**config.mk**
```make
export PLATFORM = sky130hd
export DESIGN_NAME = code_entry
export DESIGN_NICKNAME = d
export VERILOG_FILES = /design/src/rtl/parcel_pkg.sv /design/src/rtl/code_entry_key_edge.sv /design/src/rtl/code_entry.sv
export SDC_FILE = /design/constraint.sdc
export NUM_CORES = 1
export LEC_CHECK = 0
export ABC_CLOCK_PERIOD_IN_PS = 2600
export CORE_ASPECT_RATIO = 1.1
export CORE_MARGIN = 8
export CORE_UTILIZATION = 48
export DETAILED_ROUTE_END_ITERATION = 7
export PLACE_DENSITY = 0.82
export SETUP_SLACK_MARGIN = 0.1
export SYNTH_ARGS = -nofsm -noshare
export SYNTH_HDL_FRONTEND = slang
export SYNTH_HIERARCHICAL = 1
export SYNTH_SLANG_ARGS = --single-unit
```
**constraint.sdc**
```tcl
create_clock -name clk_1k -period 2.6 [get_ports clk_1k]
set_input_delay 0.52 -clock clk_1k [delete_from_list [all_inputs] [get_ports clk_1k]]
set_output_delay 0.52 -clock clk_1k [all_outputs]
set_load 0.01 [all_outputs]
```
**src/rtl/parcel_pkg.sv**
```systemverilog
// Shared definitions for the parcel-locker keypad consumers.
package parcel_pkg;

   localparam int DIGIT_W   = 4;
   localparam int DIGIT_MAX = 7;

   typedef enum logic [1:0] {
      IDLE,
      ENTRY,
      DONE
   } code_entry_state_t;

endpackage

```
**src/rtl/code_entry_key_edge.sv**
```systemverilog
// key_edge: turns a key-held level into a one-cycle press pulse.
// The history register resets to 1, so a key already held when reset
// releases is not seen as a press.
module key_edge (
   input  logic clk_1k,
   input  logic rst_n,
   input  logic plus,
   output logic press
);

   logic held_q;
   logic held_d;

   // The history register follows the key level every cycle.
   always_comb begin
      held_d = plus;
   end

   // History register; resets high to suppress a press on reset release.
   // NOTE: sequential state uses non-blocking assignments so every flop samples pre-edge values.
   always_ff @(posedge clk_1k or negedge rst_n) begin
      if (!rst_n) held_q <= 1'b1;
      else        held_q <= held_d;
   end

   assign press = plus & ~held_q;

endmodule

```
**src/rtl/code_entry.sv**
```systemverilog
// code_entry: assembles a fixed-length pickup code from keypad presses
// and hands it to the locker controller with a valid/ack handshake.
// Optional feature macro: CODE_ENTRY_TIMEOUT_EN (inactivity timeout).
module code_entry
   import parcel_pkg::*;
#(
   parameter int DIGITS     = 4,
   parameter int TIMEOUT_MS = 5000
) (
   input  logic                      clk_1k,
   input  logic                      rst_n,
   input  logic [DIGIT_W-1:0]        num_in,
   input  logic                      plus,
   input  logic                      clr,
   input  logic                      code_ack,
   output logic [DIGIT_W*DIGITS-1:0] code,
   output logic                      code_valid,
   output logic [3:0]                digit_cnt,
   output logic [DIGIT_W-1:0]        last_digit,
   output logic                      timeout
);

   localparam int CODE_W = DIGIT_W * DIGITS;

   // Reject illegal configurations at elaboration.
   if (DIGITS < 1 || DIGITS > 8 || TIMEOUT_MS < 2) begin : g_bad_param
      $error("code_entry: DIGITS must be 1..8 and TIMEOUT_MS at least 2");
   end

   code_entry_state_t   state_q, state_d;
   logic [CODE_W-1:0]   code_q, code_d;
   logic [3:0]          cnt_q, cnt_d;
   logic [DIGIT_W-1:0]  last_q, last_d;
   logic                press;

   key_edge u_key_edge (
      .clk_1k (clk_1k),
      .rst_n  (rst_n),
      .plus   (plus),
      .press  (press)
   );

`ifdef CODE_ENTRY_TIMEOUT_EN
   localparam int IDLE_W = $clog2(TIMEOUT_MS);
   localparam logic [IDLE_W-1:0] IDLE_LIMIT = IDLE_W'(TIMEOUT_MS - 1);

   logic [IDLE_W-1:0]   idle_q, idle_d;
   logic                timeout_q, timeout_d;
`endif

   // Next-state and datapath: clr, then ack in DONE, then press, then timeout.
   // NOTE: every always_comb output gets a default first so no latch is inferred.
   always_comb begin
      state_d = state_q;
      code_d  = code_q;
      cnt_d   = cnt_q;
      last_d  = last_q;
`ifdef CODE_ENTRY_TIMEOUT_EN
      timeout_d = 1'b0;
      idle_d    = '0;
`endif
      if (clr) begin
         state_d = IDLE;
         code_d  = '0;
         cnt_d   = '0;
      end else if (state_q == DONE && code_ack) begin
         state_d = IDLE;
         code_d  = '0;
         cnt_d   = '0;
      end else if (press && state_q != DONE) begin
         code_d  = (code_q << DIGIT_W) | CODE_W'(num_in);
         last_d  = num_in;
         cnt_d   = cnt_q + 4'd1;
         state_d = (cnt_q == 4'(DIGITS - 1)) ? DONE : ENTRY;
`ifdef CODE_ENTRY_TIMEOUT_EN
      end else if (state_q == ENTRY) begin
         if (idle_q == IDLE_LIMIT) begin
            state_d   = IDLE;
            code_d    = '0;
            cnt_d     = '0;
            timeout_d = 1'b1;
         end else begin
            idle_d = idle_q + 1'b1;
         end
`endif
      end
   end

   // Entry state, code register and digit echo.
   // NOTE: all flops here are control/status registers, so every one takes the async reset.
   always_ff @(posedge clk_1k or negedge rst_n) begin
      if (!rst_n) begin
         state_q <= IDLE;
         code_q  <= '0;
         cnt_q   <= '0;
         last_q  <= '0;
      end else begin
         state_q <= state_d;
         code_q  <= code_d;
         cnt_q   <= cnt_d;
         last_q  <= last_d;
      end
   end

`ifdef CODE_ENTRY_TIMEOUT_EN
   // Inactivity counter and one-cycle timeout pulse.
   always_ff @(posedge clk_1k or negedge rst_n) begin
      if (!rst_n) begin
         idle_q    <= '0;
         timeout_q <= 1'b0;
      end else begin
         idle_q    <= idle_d;
         timeout_q <= timeout_d;
      end
   end

   assign timeout = timeout_q;
`else
   assign timeout = 1'b0;
`endif

   assign code       = code_q;
   assign code_valid = (state_q == DONE);
   assign digit_cnt  = cnt_q;
   assign last_digit = last_q;

endmodule
```
# Word-level counts from Yosys, hierarchy flattened

Index checks and enable logic that the tools add are counted.

Flip-flop bits (word level): 27
Output and inout bits: 26
Word-level logic and storage cells: 28

Add/sub/neg operators: 1
Eq/ne operators: 3
Multiplexer cells: 10
Bitwise gates (word level): 5
Reductions and logical operators: 4

Operators by type and width:

| operator                                                         | number |
|---|---|
| 16-bit two-way mux                                               | 3 |
| 16-bit by 4-bit OR with 16-bit output                            | 1 |
| 4-bit two-way mux                                                | 3 |
| 2-bit two-way mux                                                | 4 |
| 4-bit by 1-bit adder with 4-bit output (second input constant)   | 1 |
| 4-bit by 2-bit == test with 1-bit output (second input constant) | 1 |
| 1-bit inverter                                                   | 3 |
| 3-bit AND reduction                                              | 1 |
| 3-bit nonzero test                                               | 1 |
| 2-bit == test (second input constant)                            | 1 |
| 1-bit logical AND                                                | 2 |
| 2-bit != test (second input constant)                            | 1 |
| 1-bit bitwise AND                                                | 1 |

# Longest topological paths before layout

Gate-level depths: netlist of the first run.

Depth in word-level cells: 6
Gate-level depth with buffers: 5

# Modules after synthesis

Netlist of the first run, hierarchy kept.

By module, submodules not included:

| module     | times used | cells each | area each (sq um) | seq. area each (sq um) |
|---|---|---|---|---|
| code_entry | 1          | 75         | 1084.8            | 650.6 |
| key_edge   | 1          | 2          | 40.0              | 26.3 |

# Worst setup path before layout of the first run

No wires, ideal clock.

Path kind: input-to-reg
From: in plus
To: reg last_q[3], in the netlist last_digit[3]
Setup time: 125 ps
Arrival: 1348 ps
Slack: 1127 ps
Stages: 5
Buffers on the path: 1
Path through: nor2b_4 > nand2b_2 > nor2_4 > buf_6 > mux2_4

Cells in the longest elaborated chain, start to end: 3

RTL lines:

| element                              | line                      | text |
|---|---|---|
| from (decl)                          | code_entry.sv:13          | `input logic plus,` |
| 1-bit bitwise AND                    | code_entry_key_edge.sv:26 | `assign press = plus & ~held_q;` |
| 1-bit logical AND                    | code_entry.sv:70          | `end else if (press && state_q != DONE) begin` |
| 3-bit AND reduction (no source line) | n/a                       |  |
| to (signal assigned)                 | code_entry.sv:101         | `last_q <= last_d;` |
| to (decl)                            | code_entry.sv:33          | `logic [DIGIT_W-1:0] last_q, last_d;` |

Every way passes these cells.
A chain may end at the register's enable or synchronous reset.

# Final worst setup path of the first run

From: reg state_q[0]
To: out code_valid

Cells in the longest elaborated chain, start to end: 1

RTL lines:

| element                | line              | text |
|---|---|---|
| from (decl)            | code_entry.sv:30  | `code_entry_state_t state_q, state_d;` |
| from (signal assigned) | code_entry.sv:98  | `state_q <= state_d;` |
| 2-bit == test          | code_entry.sv:123 | `assign code_valid = (state_q == DONE);` |
| to (decl)              | code_entry.sv:17  | `output logic code_valid,` |

Every way passes these cells.

==> results of run 1 <==
[final cells by class]
type | count | area (µm²) | share of cell area [%]
well taps | 30 | 37.5 | 2.52
inverters | 2 | 10.0 | 0.673
repair buffers | 35 | 345 | 23.2
flip-flops and latches | 27 | 677 | 45.5
multi-input cells | 43 | 392 | 26.3
clock buffers | 4 | 26.3 | 1.77
[how the worst max path moves through the flow]
stage                     startpoint            end  slack (ps)  depth (start not counted)
after floorplan                 plus  last_digit[3]        1130                          5
after global placement      code_ack   digit_cnt[0]         470                          4
after detailed placement    code_ack   digit_cnt[0]         410                          4
after CTS                 state_q[0]     code_valid         500                          3
after global routing      state_q[0]     code_valid         450                          3
final                     state_q[0]     code_valid         530                          3
[kinds of logic (layout without fill, tap and decap cells)]
kind of cell | count (synthesis) | count (layout) | share of synthesized area [%]
compound gates | 23 | 23 | 18.1
buf+inv | 7 | 41 | 5.01
mux | 5 | 5 | 5.34
other cells | 1 | 1 | 0.333
fa+ha+maj | 1 | 1 | 1.11
flops | 27 | 27 | 60.2
xor+xnor | 1 | 1 | 0.779
simple gates | 12 | 12 | 9.12
[cell usage in the layout (no fill, tap or decap), types with 2 or more instances in the layout]
cell type                         count
sky130_fd_sc_hd__clkdlybuf4s50_1     33
sky130_fd_sc_hd__clkbuf_4             3
sky130_fd_sc_hd__dfrtp_1             26
sky130_fd_sc_hd__a22o_1              18
sky130_fd_sc_hd__buf_4                2
sky130_fd_sc_hd__mux2_2               4
[per-layer routing]
layer / share of wire, % / GRT usage (%)
met4: 0.53 / 3.50
met3: 5.2 / 3.86
met1: 43 / 12.6
met5: 0 / 0
met2: 51 / 19.9
[sequential cells by signal (all words and copies together), names as in the netlist]
register,count
last_digit,4
state_q,2
code,16
u_key_edge/held_q,1
digit_cnt,4
[report_power, final]
part / total [W] / internal [W] / switching, W / leakage (nW)
registers: 0.000453 / 0.000440 / 0.0000128 / 0.362
logic: 0.000111 / 0.0000639 / 0.0000467 / 0.288
clock network: 0.000174 / 0.0000599 / 0.000114 / 0.0150
[critical path, cell delays in order (launching register included)]
cell	delay, ps
sky130_fd_sc_hd__dfrtp_1	420
sky130_fd_sc_hd__nand2b_4	180
sky130_fd_sc_hd__inv_4	90
sky130_fd_sc_hd__clkdlybuf4s50_1	550
[stage by stage]
step,total power [W],instances,setup slack [ps],instance area [µm²],util [%]
final,0.000737,141,526,1490,66.7
after CTS,0.000746,141,505,1490,66.7
after global placement,0.000571,137,470,1460,65.5
after global routing,0.000771,141,453,1490,66.7
after floorplan,0.000511,77,1130,1120,-
after detailed placement,0.000573,137,413,1460,65.5
==> impl.org, run 1 <==
** Global route
- Global routing used 11.3% of the available tracks.
- Entering global routing, the biggest net connects 28 pins.
- Via count of the first global-routing pass :: 772
- The initial antenna violation count came to 0.
- GR Overflow Total :: 0
- First-pass GRT wire length :: 3830 µm

** Cells and area
- In the final layout, the share of cells above drive strength 1 is 17.1%.
- Number of filler instances in the final layout :: 163
- Area growth, synth to finish :: 32.3%
- The number of antenna diodes in the final layout is 0.
- Final nets :: 122

** Routing
- After detailed routing, the total wire length is 2250 µm.
- The count of nets left with antenna violations once routing finished came out at 0.
- Dividing the detail-routed via count by the number of cells gives 5.23.
- In the routed design, unresolved DRC markers number 0.
- Initial drt markers :: 23
- Count of TritonRoute iterations in the first routing pass :: 4
- Dividing the detail-routed wire length by the instance count gives 15.9 µm.
- Via Count :: 738

** Logic synthesis
- The share of synthesized area in the top cell type comes to 57.8%.
- Synthesis produced a netlist whose cell count is 77.
- Flops & latches, synth :: 27
- In the synthesized netlist, the cells that appear most often are sky130_fd_sc_hd__dfrtp_1, sky130_fd_sc_hd__a22o_1, sky130_fd_sc_hd__mux2_2.
- Counting distinct cell types in the post-synthesis netlist gives 30.
- Most frequent cell after synthesis :: sky130_fd_sc_hd__dfrtp_1
- The largest total area in the synthesized netlist belongs to sky130_fd_sc_hd__dfrtp_1.
- Synthesized area divided by synthesized cell count :: 14.6 µm²
- Count of yosys warnings during synthesis :: 6
- After synthesis, the share of flip-flops with an asynchronous set or reset is 100%.
- Sequential cells were found to cover 60.2% of the synthesized design area.
- Net Count, Synth :: 87
- In this run, synthesis inferred 0 flip-flops with an integrated enable.
- Cell area after synthesis :: 0.00112 mm²
- Most area-consuming cells after synthesis :: sky130_fd_sc_hd__dfrtp_1, sky130_fd_sc_hd__a22o_1, sky130_fd_sc_hd__mux2_2, sky130_fd_sc_hd__buf_6, sky130_fd_sc_hd__dfstp_2
- The most used flip-flop cell after synthesis is sky130_fd_sc_hd__dfrtp_1.

** Run
- The tool flagged a number of max-cap violations equal to 0.

** Placed design
- PortBufs :: 33
- Routability-driven placement finished with a final weighted congestion of 0.763.
- Post-DP HPWL :: 1690 µm

** Clocking
- Buffer levels on the longest clock path :: 2
- Buffers inserted by post-CTS timing repair :: 0
- Clock-pin slew was measured on the worst setup and hold paths at 130 ps.
- Counting the buffers created by CTS gives 3.
- Clock tree synthesis found a total of 27 sinks.
- Quantity of gates resized following cts :: 0
- Worst-Skew Late Latency :: 310 ps
- The tree is rooted in a sky130_fd_sc_hd__clkbuf_4.
- CTS built an H-tree with a depth of 1.
- Post-CTS Hold Buffers :: 0
- CTS tree :: done

** Die
- Total Die Area :: 0.00415 mm²
- Chip Width :: 62.2 µm
- Starting density of the core :: 50.4%
- Rows :: 18
- Vertical die dimension :: 66.8 µm
- 35 I/O pins were placed.
- Area of the core :: 0.00223 mm²

** Status
- Result of the run :: finished clean

** Setup path
- The number of cells on the worst reg-to-reg path is 3.
- In this run the critical register-to-register path is launched from state_q[1].
- End of the worst register-to-register path :: digit_cnt[0]
- Kind of end point of the critical path :: primary output
- Data arrives at the worst endpoint at 1550 ps.
- In this run the register-to-register setup slack is 930 ps.
- For the worst setup path, the data required time is 2080 ps.
- Type of the worst setup path :: register to primary output
- Largest fanout on the critical path :: 5
- The worst setup path is launched from a register.

** Hold path
- Counting instances, the worst hold path has a depth of 1.
- The min-delay analysis places its worst path in the category register to register.
- Terminating pin of the worst hold path :: code[12]
- In this run the most critical hold path is launched from code[12].

** Timing
- For the pin with the worst max-slew slack, the measured transition is 769 ps.
- The number of endpoints with negative hold slack in the final report came to 0.
- Post-route minimum period :: 2070 ps
- Setup repair after global routing left no endpoint under its margin.
- The final-report max-slew violation count was 0.
- Headroom to the max-slew limit came out at 48.6%.
- Final Cycle Share :: 79.8%
- Worst hold slack after final layout :: 519 ps
- Setup violations remaining at the end of the flow were counted as 0.
- Timing would allow up to 482 MHz.
- Final sum of negative setup slack :: 0 ps
- Clock Skew :: 0.686 ps

** Pwr
- In this run the static leakage power is 0.664 nW.
- Peak VDD IR :: 0.377 mV
- Pwr per Cell Area :: 496 mW/mm²
No activity file was read; power rests on OpenSTA's default activity.
==> inputs of run 2 (changes only) <==
--- a/config.mk
+++ b/config.mk
@@ -5,12 +5,12 @@
 export SDC_FILE = /design/constraint.sdc
 export NUM_CORES = 1
 export LEC_CHECK = 0
-export ABC_CLOCK_PERIOD_IN_PS = 2600
+export ABC_CLOCK_PERIOD_IN_PS = 2000
 export CORE_ASPECT_RATIO = 1.1
 export CORE_MARGIN = 8
-export CORE_UTILIZATION = 48
+export CORE_UTILIZATION = 45
 export DETAILED_ROUTE_END_ITERATION = 7
-export PLACE_DENSITY = 0.82
+export PLACE_DENSITY = 0.78
 export SETUP_SLACK_MARGIN = 0.1
 export SYNTH_ARGS = -nofsm -noshare
 export SYNTH_HDL_FRONTEND = slang
==> constraint.sdc (replaced) <==
create_clock -name clk_1k -period 2 [get_ports clk_1k]
set_input_delay 0.4 -clock clk_1k [delete_from_list [all_inputs] [get_ports clk_1k]]
set_output_delay 0.4 -clock clk_1k [all_outputs]
set_load 0.01 [all_outputs]
==> run 2 against run 1 <==
Compared with the run above: via count shrank 1.9%; critical path depth shrank 2; utilization is 5.8 points lower; cell count is 0.71% higher; critical endpoint is now digit_cnt[2]; die area rose by 5.0%; sequential share of layout area is 0.11 points lower; routed wire length shrank 2.4%; critical path type unchanged; hold slack got worse by 100 ps; clock skew grew 2.6 ps; worst setup slack worse by 290 ps.
==> impl.org, run 2 (synthesis gave the netlist of run 1 again) <==
** Status
- The run finished with clean final reports.

** Placed design
- PortBufs :: 33
- Post-Place Setup Slack :: -41.7 ps
- Once detailed placement completed, the half-perimeter wirelength came to 1670 µm.
- Routability cong. :: 0.752
- Placed Cells :: 138

** Timing
- At the pin with the least slew margin, the transition time is 772 ps.
- Worst setup slack after layout :: 236 ps
- Pins over their slew limit :: 0
- Setup violations remaining at the end of the flow were counted as 0.
- Across the routed clock network, the largest skew measured is 3.33 ps.
- For this run, the top clock speed supported by timing is 567 MHz.
- Final Cycle Share :: 88.2%
- Unrepaired setup endpoints after global routing :: no
- Max-slew headroom :: 48.4%
- Post-route minimum period :: 1760 ps
- Count of endpoints failing hold in the final timing report :: 0

** Setup path
- The worst register-to-register path begins at state_q[1].
- CP Data Arrival Time :: 1360 ps
- CP top delay family :: buffers and inverters
- Largest fanout on the critical path :: 5
- Tracing the worst setup path back leads to its startpoint at digit_cnt[2].
- Together, buffers and inverters on the worst path number 1.
- Kind of start point of the critical path :: register
- STA puts the critical path data required time at 1600 ps.
- Type of the worst setup path :: register to primary output
- The largest single stage delay on the critical path is 570 ps.
- On the critical path, the stage with the largest delay is an instance of sky130_fd_sc_hd__clkdlybuf4s50_1.
- The worst setup path is captured at a primary output.
- Series of cell instances along the critical path :: clkdlybuf4s50_1

** Clocking
- After clock tree synthesis, the clock-pin slew on the worst setup and hold paths is 140 ps.
- Gates resized during post-CTS repair numbered 1.
- Clock Sink Count :: 27
- Buffer levels on the longest clock path :: 2
- Num CTS Buffers :: 3
- In this run, post-CTS hold repair placed 0 buffers.
- H-tree depth reported by CTS :: 1
- The clock reaches the later pin of the worst-skew pair after 330 ps.
- TritonCTS built the clock tree.
- The tree is rooted in a sky130_fd_sc_hd__clkbuf_4.
- In this run the post-CTS setup repair buffer count came out at 0.

** Cells and area
- Compared with the post-synthesis result, the final layout area differs by 32.6%.
- The top cell types in the final layout, fill and taps aside, are sky130_fd_sc_hd__clkdlybuf4s50_1, sky130_fd_sc_hd__dfrtp_1, sky130_fd_sc_hd__a22o_1.
- Fraction of final layout cells with drive strength greater than 1 :: 18.0%
- Flip-flop count of the largest register after layout :: 16
- The finished layout holds 142 standard cells, fillers aside.
- Leaving out fill and tap cells, the most frequent cell in the layout is sky130_fd_sc_hd__clkdlybuf4s50_1.
- Share of the core filled with cells :: 60.9%
- The number of antenna diodes in the final layout is 0.
- Final nets :: 122

** Routing
- Once detail routing completed, the nets flagged for antenna violations numbered 0.
- The first detailed-routing pass ran for 3 iterations.
- Using the TritonRoute via totals, the vias-per-cell ratio works out to 5.10.
- Initial drt markers :: 21
- For this block, the via count after detailed routing is 724.
- Summed over all layers, the routed wires come to 2190 µm.
- WL per Instance :: 15.4 µm
- Drt drc :: 0

** Die
- 35 I/O pins were placed.
- The core region is 0.00245 mm².
- Starting density of the core :: 45.9%
- The initialized floorplan defines 19 standard-cell rows.
- Measured along the x axis, the die boundary spans 63.7 µm.
- From bottom edge to top edge, the die measures 68.4 µm.
- The die covers 0.00436 mm².

** Run
- The tool flagged a number of max-cap violations equal to 0.

** Global route
- Global routing used 10.9% of the available tracks.
- The first global-routing pass estimated 3730 µm of wire.
- Pin count of the biggest net entering global routing :: 28
- The number of global-route vias before repair came to 770.
- GR Overflow Total :: 0
- Antenna violations before repair :: 0

** Pwr
- Dividing total power by cell area gives a power density of 651 mW/mm².
- The analysis attributes to cell leakage a power of 0.668 nW.
- Across the VDD grid, the largest voltage drop is 0.369 mV.

** Hold path
- In this run the worst hold path is classified as input pin to asynchronous set/reset pin.
==> run 2: cell types whose count changed in the layout (fill, tap and decap cells not counted), sizes merged <==
cell | previous run | this run
clkbuf | 4 | 3
clkinvlp | 0 | 1
clkdlybuf4s50 | 33 | 32
dlygate4sd2 | 0 | 1
==> run 2: final cells by class <==
type,count,area (µm²)
Tap cell,31,38.8
Fill cell,200,957
Clock inverter,1,7.51
Sequential cell,27,677
Multi-Input combinational cell,43,392
Clock buffer,3,22.5
Inverter,2,10.0
Timing Repair Buffer,35,344
==> run 2: final timing paths <==
kind / to / cells after the start / slack, ps
setup / recovery: digit_cnt[2] / 1 / 240
hold / removal: code[15] / 2 / 420
setup reg to reg: digit_cnt[0] / 3 / 320
hold reg to reg: code[12] / 1 / 520
max in group asynchronous: u_key_edge/held_q / 2 / 1290
min in group clk_1k: u_key_edge/held_q / 1 / 490
==> run 2: stage by stage <==
step / hold WS (ps) / total power (W) / instance area, µm² / setup TNS, ps
after floorplan: 104 / 0.000664 / 1120 / 0
after global placement: 488 / 0.000742 / 1460 / -16.7
after CTS: 419 / 0.000988 / 1490 / 0
after global routing: 437 / 0.00102 / 1490 / 0
final: 418 / 0.000972 / 1490 / 0
after detailed placement: 493 / 0.000745 / 1460 / -69.0
==> run 2: per-layer routing <==
layer / GRT usage [%] / vias up / share of wire, %
met5: 0 / - / 0
li1: - / 351 / -
met3: 2.78 / 5 / 5.6
met1: 12.9 / 347 / 45
met4: 8.36 / 0 / 3.0
met2: 17.1 / 21 / 46
==> run 2: where the power goes <==
part	switching [W]	total, W	leakage (nW)	internal [W]
Sequential	0.0000168	0.000589	0.362	0.000572
Clock	0.000163	0.000240	0.0139	0.0000766
Combinational	0.0000594	0.000142	0.293	0.0000831
==> inputs of run 3 (changes only) <==
--- a/config.mk
+++ b/config.mk
@@ -6,11 +6,13 @@
 export NUM_CORES = 1
 export LEC_CHECK = 0
 export ABC_CLOCK_PERIOD_IN_PS = 2000
+export CELL_PAD_IN_SITES_DETAIL_PLACEMENT = 0
+export CELL_PAD_IN_SITES_GLOBAL_PLACEMENT = 1
 export CORE_ASPECT_RATIO = 1.1
 export CORE_MARGIN = 8
-export CORE_UTILIZATION = 45
+export CORE_UTILIZATION = 36
 export DETAILED_ROUTE_END_ITERATION = 7
-export PLACE_DENSITY = 0.78
+export PLACE_DENSITY_LB_ADDON = 0.1
 export SETUP_SLACK_MARGIN = 0.1
 export SYNTH_ARGS = -nofsm -noshare
 export SYNTH_HDL_FRONTEND = slang
==> run 3 against run 2 <==
Compared with the run above: worst setup slack gained 16 ps; count of clock-buffer cells in the layout is the same; sequential power about the same; power about the same; non-clock buffer count is 3 higher; maximum frequency up 0.90%; highest routed layer unchanged.
==> impl.org, run 3 (synthesis gave the netlist of run 1 again) <==
** Setup path
- The signal on the critical path passes through clkdlybuf4s50_1.
- The worst setup path is captured at a primary output.
- CP Data Arrival Time :: 1350 ps
- The largest single stage delay on the critical path is 570 ps.
- The startpoint identified for the worst register-to-register timing path is state_q[1].
- The slowest stage of the critical path belongs to the cell sky130_fd_sc_hd__clkdlybuf4s50_1.
- The worst setup path is launched from a register.
- Largest fanout on the critical path :: 5
- CP top delay family :: buffers and inverters
- Type of the worst setup path :: register to primary output
- CP Data Required Time :: 1600 ps
- Buffers and inverters on the worst path :: 1
- Crit. Startpoint :: digit_cnt[2]

** Cells and area
- Most frequent cells in the layout :: sky130_fd_sc_hd__clkdlybuf4s50_1, sky130_fd_sc_hd__dfrtp_1, sky130_fd_sc_hd__a22o_1
- The number of antenna diodes in the final layout is 0.
- Flip-flop count of the largest register after layout :: 16
- Cells with a size suffix above 1 make up 20.2% of the layout.
- Final Non-Filler Cells :: 148
- Area growth, synth to finish :: 34.9%
- Most common cell after layout, fill and taps aside :: sky130_fd_sc_hd__clkdlybuf4s50_1
- Final nets :: 125

** Clocking
- Clock Sink Count :: 27
- CTS built an H-tree with a depth of 1.
- Counting along the longest clock path gives a buffer depth of 2.
- Buffers inserted by post-CTS timing repair :: 0
- After clock tree synthesis, the clock-pin slew on the worst setup and hold paths is 150 ps.
- Worst-Skew Late Latency :: 320 ps
- After clock tree synthesis, the flow added hold-fix buffers numbering 0.
- Num CTS Buffers :: 3
- CTS tree :: done
- Clock root cell :: sky130_fd_sc_hd__clkbuf_4

** Die
- Total Die Area :: 0.00517 mm²
- In this run the core area contains 21 standard-cell rows.
- Starting density of the core :: 37.2%
- Vertical die dimension :: 74.6 µm
- The die is 69.3 µm wide.
- Top-level port count :: 35
- Area of the core :: 0.00302 mm²

** Routing
- Met2 wire length :: 1080 µm
- Sum of routed wire length over all layers :: 2350 µm
- WL per Instance :: 15.9 µm
- Initial drt markers :: 23
- Summing over every cut layer, the via total after detailed routing is 747.
- Detailed-route vias per instance :: 5.05
- Count of TritonRoute iterations in the first routing pass :: 4
- After detailed routing, the number of remaining DRC violations is 0.
- In the final routing, the length of wire on met1 measures 1070 µm.
- Met3 routed WL :: 178 µm
- In this run the top signal layer used is met4.
- Number of antenna-violating nets in the routed design :: 0

** Hold path
- Hold crit path type :: input pin to asynchronous set/reset pin

** Placed design
- Routability cong. :: 0.828
- At the placement stage, the worst setup path has a slack of 65.7 ps.
- Post-DP HPWL :: 1760 µm
- PortBufs :: 33
- Once placement completed, the tool counted placed cells totaling 144.

** Timing
- Count of endpoints failing hold in the final timing report :: 0
- On the final layout, the worst clock skew is 3.21 ps.
- Unrepaired setup endpoints after global routing :: no
- In the post-route analysis, the smallest setup slack over all paths is 251 ps.
- Final sum of negative setup slack :: 0 ps
- Final setup violation count :: 0
- Final Cycle Share :: 87.4%
- The clock period could shrink to 1750 ps.
- Pins over their slew limit :: 0
- For this run, the top clock speed supported by timing is 572 MHz.

** Pwr
- In this run the power density over the cells is 641 mW/mm².
- The design draws 0.000972 W.
- The analysis attributes to cell leakage a power of 0.683 nW.
- Peak VDD IR :: 0.392 mV

** Run
- Max-cap viol count :: 0

** Global route
- Pin count of the biggest net entering global routing :: 28
- The number of global-route vias before repair was 866.
- First-pass GRT wire length :: 4200 µm
- Antenna violations before repair :: 0
- In the global route stage, overall resource usage came out at 9.62%.
- GR Overflow Total :: 0

** Status
- The flow ran to the end, and the final reports show no timing, DRC or antenna violations.
[run 3: cell count changes in the layout (fill, tap and decap cells not counted), sizes merged]
cell,before,now
buf,2,5
[run 3: area by class of cell]
type | instances | area (µm²)
fillers | 273 | 1500
flip-flops and latches | 27 | 677
multi-input cells | 43 | 392
repair buffers | 38 | 367
well taps | 34 | 42.5
clock buffers | 3 | 22.5
inverters | 2 | 10.0
clock inverters | 1 | 7.51
[run 3: worst paths after layout]
kind                                endpoint  slack, ps  depth (start not counted)
min reg2reg                         code[12]        520                          1
max                             digit_cnt[2]        250                          1
min                                 code[15]        430                          2
min in group clk_1k        u_key_edge/held_q        500                          1
max reg2reg                          code[3]        620                          4
max in group asynchronous  u_key_edge/held_q       1260                          2
[run 3: metal layers]
metal | vias to the layer above | global-route usage [%]
met5 | - | 0
met3 | 2 | 3.56
met4 | 0 | 3.42
met1 | 369 | 11.6
li1 | 354 | -
met2 | 22 | 15.6
[run 3: power by group]
group | leakage (nW) | internal (W) | switching [W] | total, W
Combinational | 0.307 | 0.0000874 | 0.0000605 | 0.000148
Sequential | 0.362 | 0.000572 | 0.0000171 | 0.000589
Clock | 0.0139 | 0.0000763 | 0.000159 | 0.000235
Total | 0.683 | 0.000736 | 0.000236 | 0.000972
[run 3: through the flow]
step | instance area [µm²] | hold slack, ps | utilization (%)
5_1_grt | 1520 | 455 | 50.2
3_5_place_dp | 1490 | 496 | 49.3
4_1_cts | 1520 | 438 | 50.2
6_report | 1520 | 434 | 50.2
2_1_floorplan | 1120 | 104 | -
3_3_place_gp | 1490 | 491 | 49.3
[run 3: timing repair]
| action | CTS | global route |
|---|---|---|
| endpoints found under the setup margin | 1 | 0 |
| resized for setup | 1 | 0 |
| hold endpoints to repair | 0 | 0 |
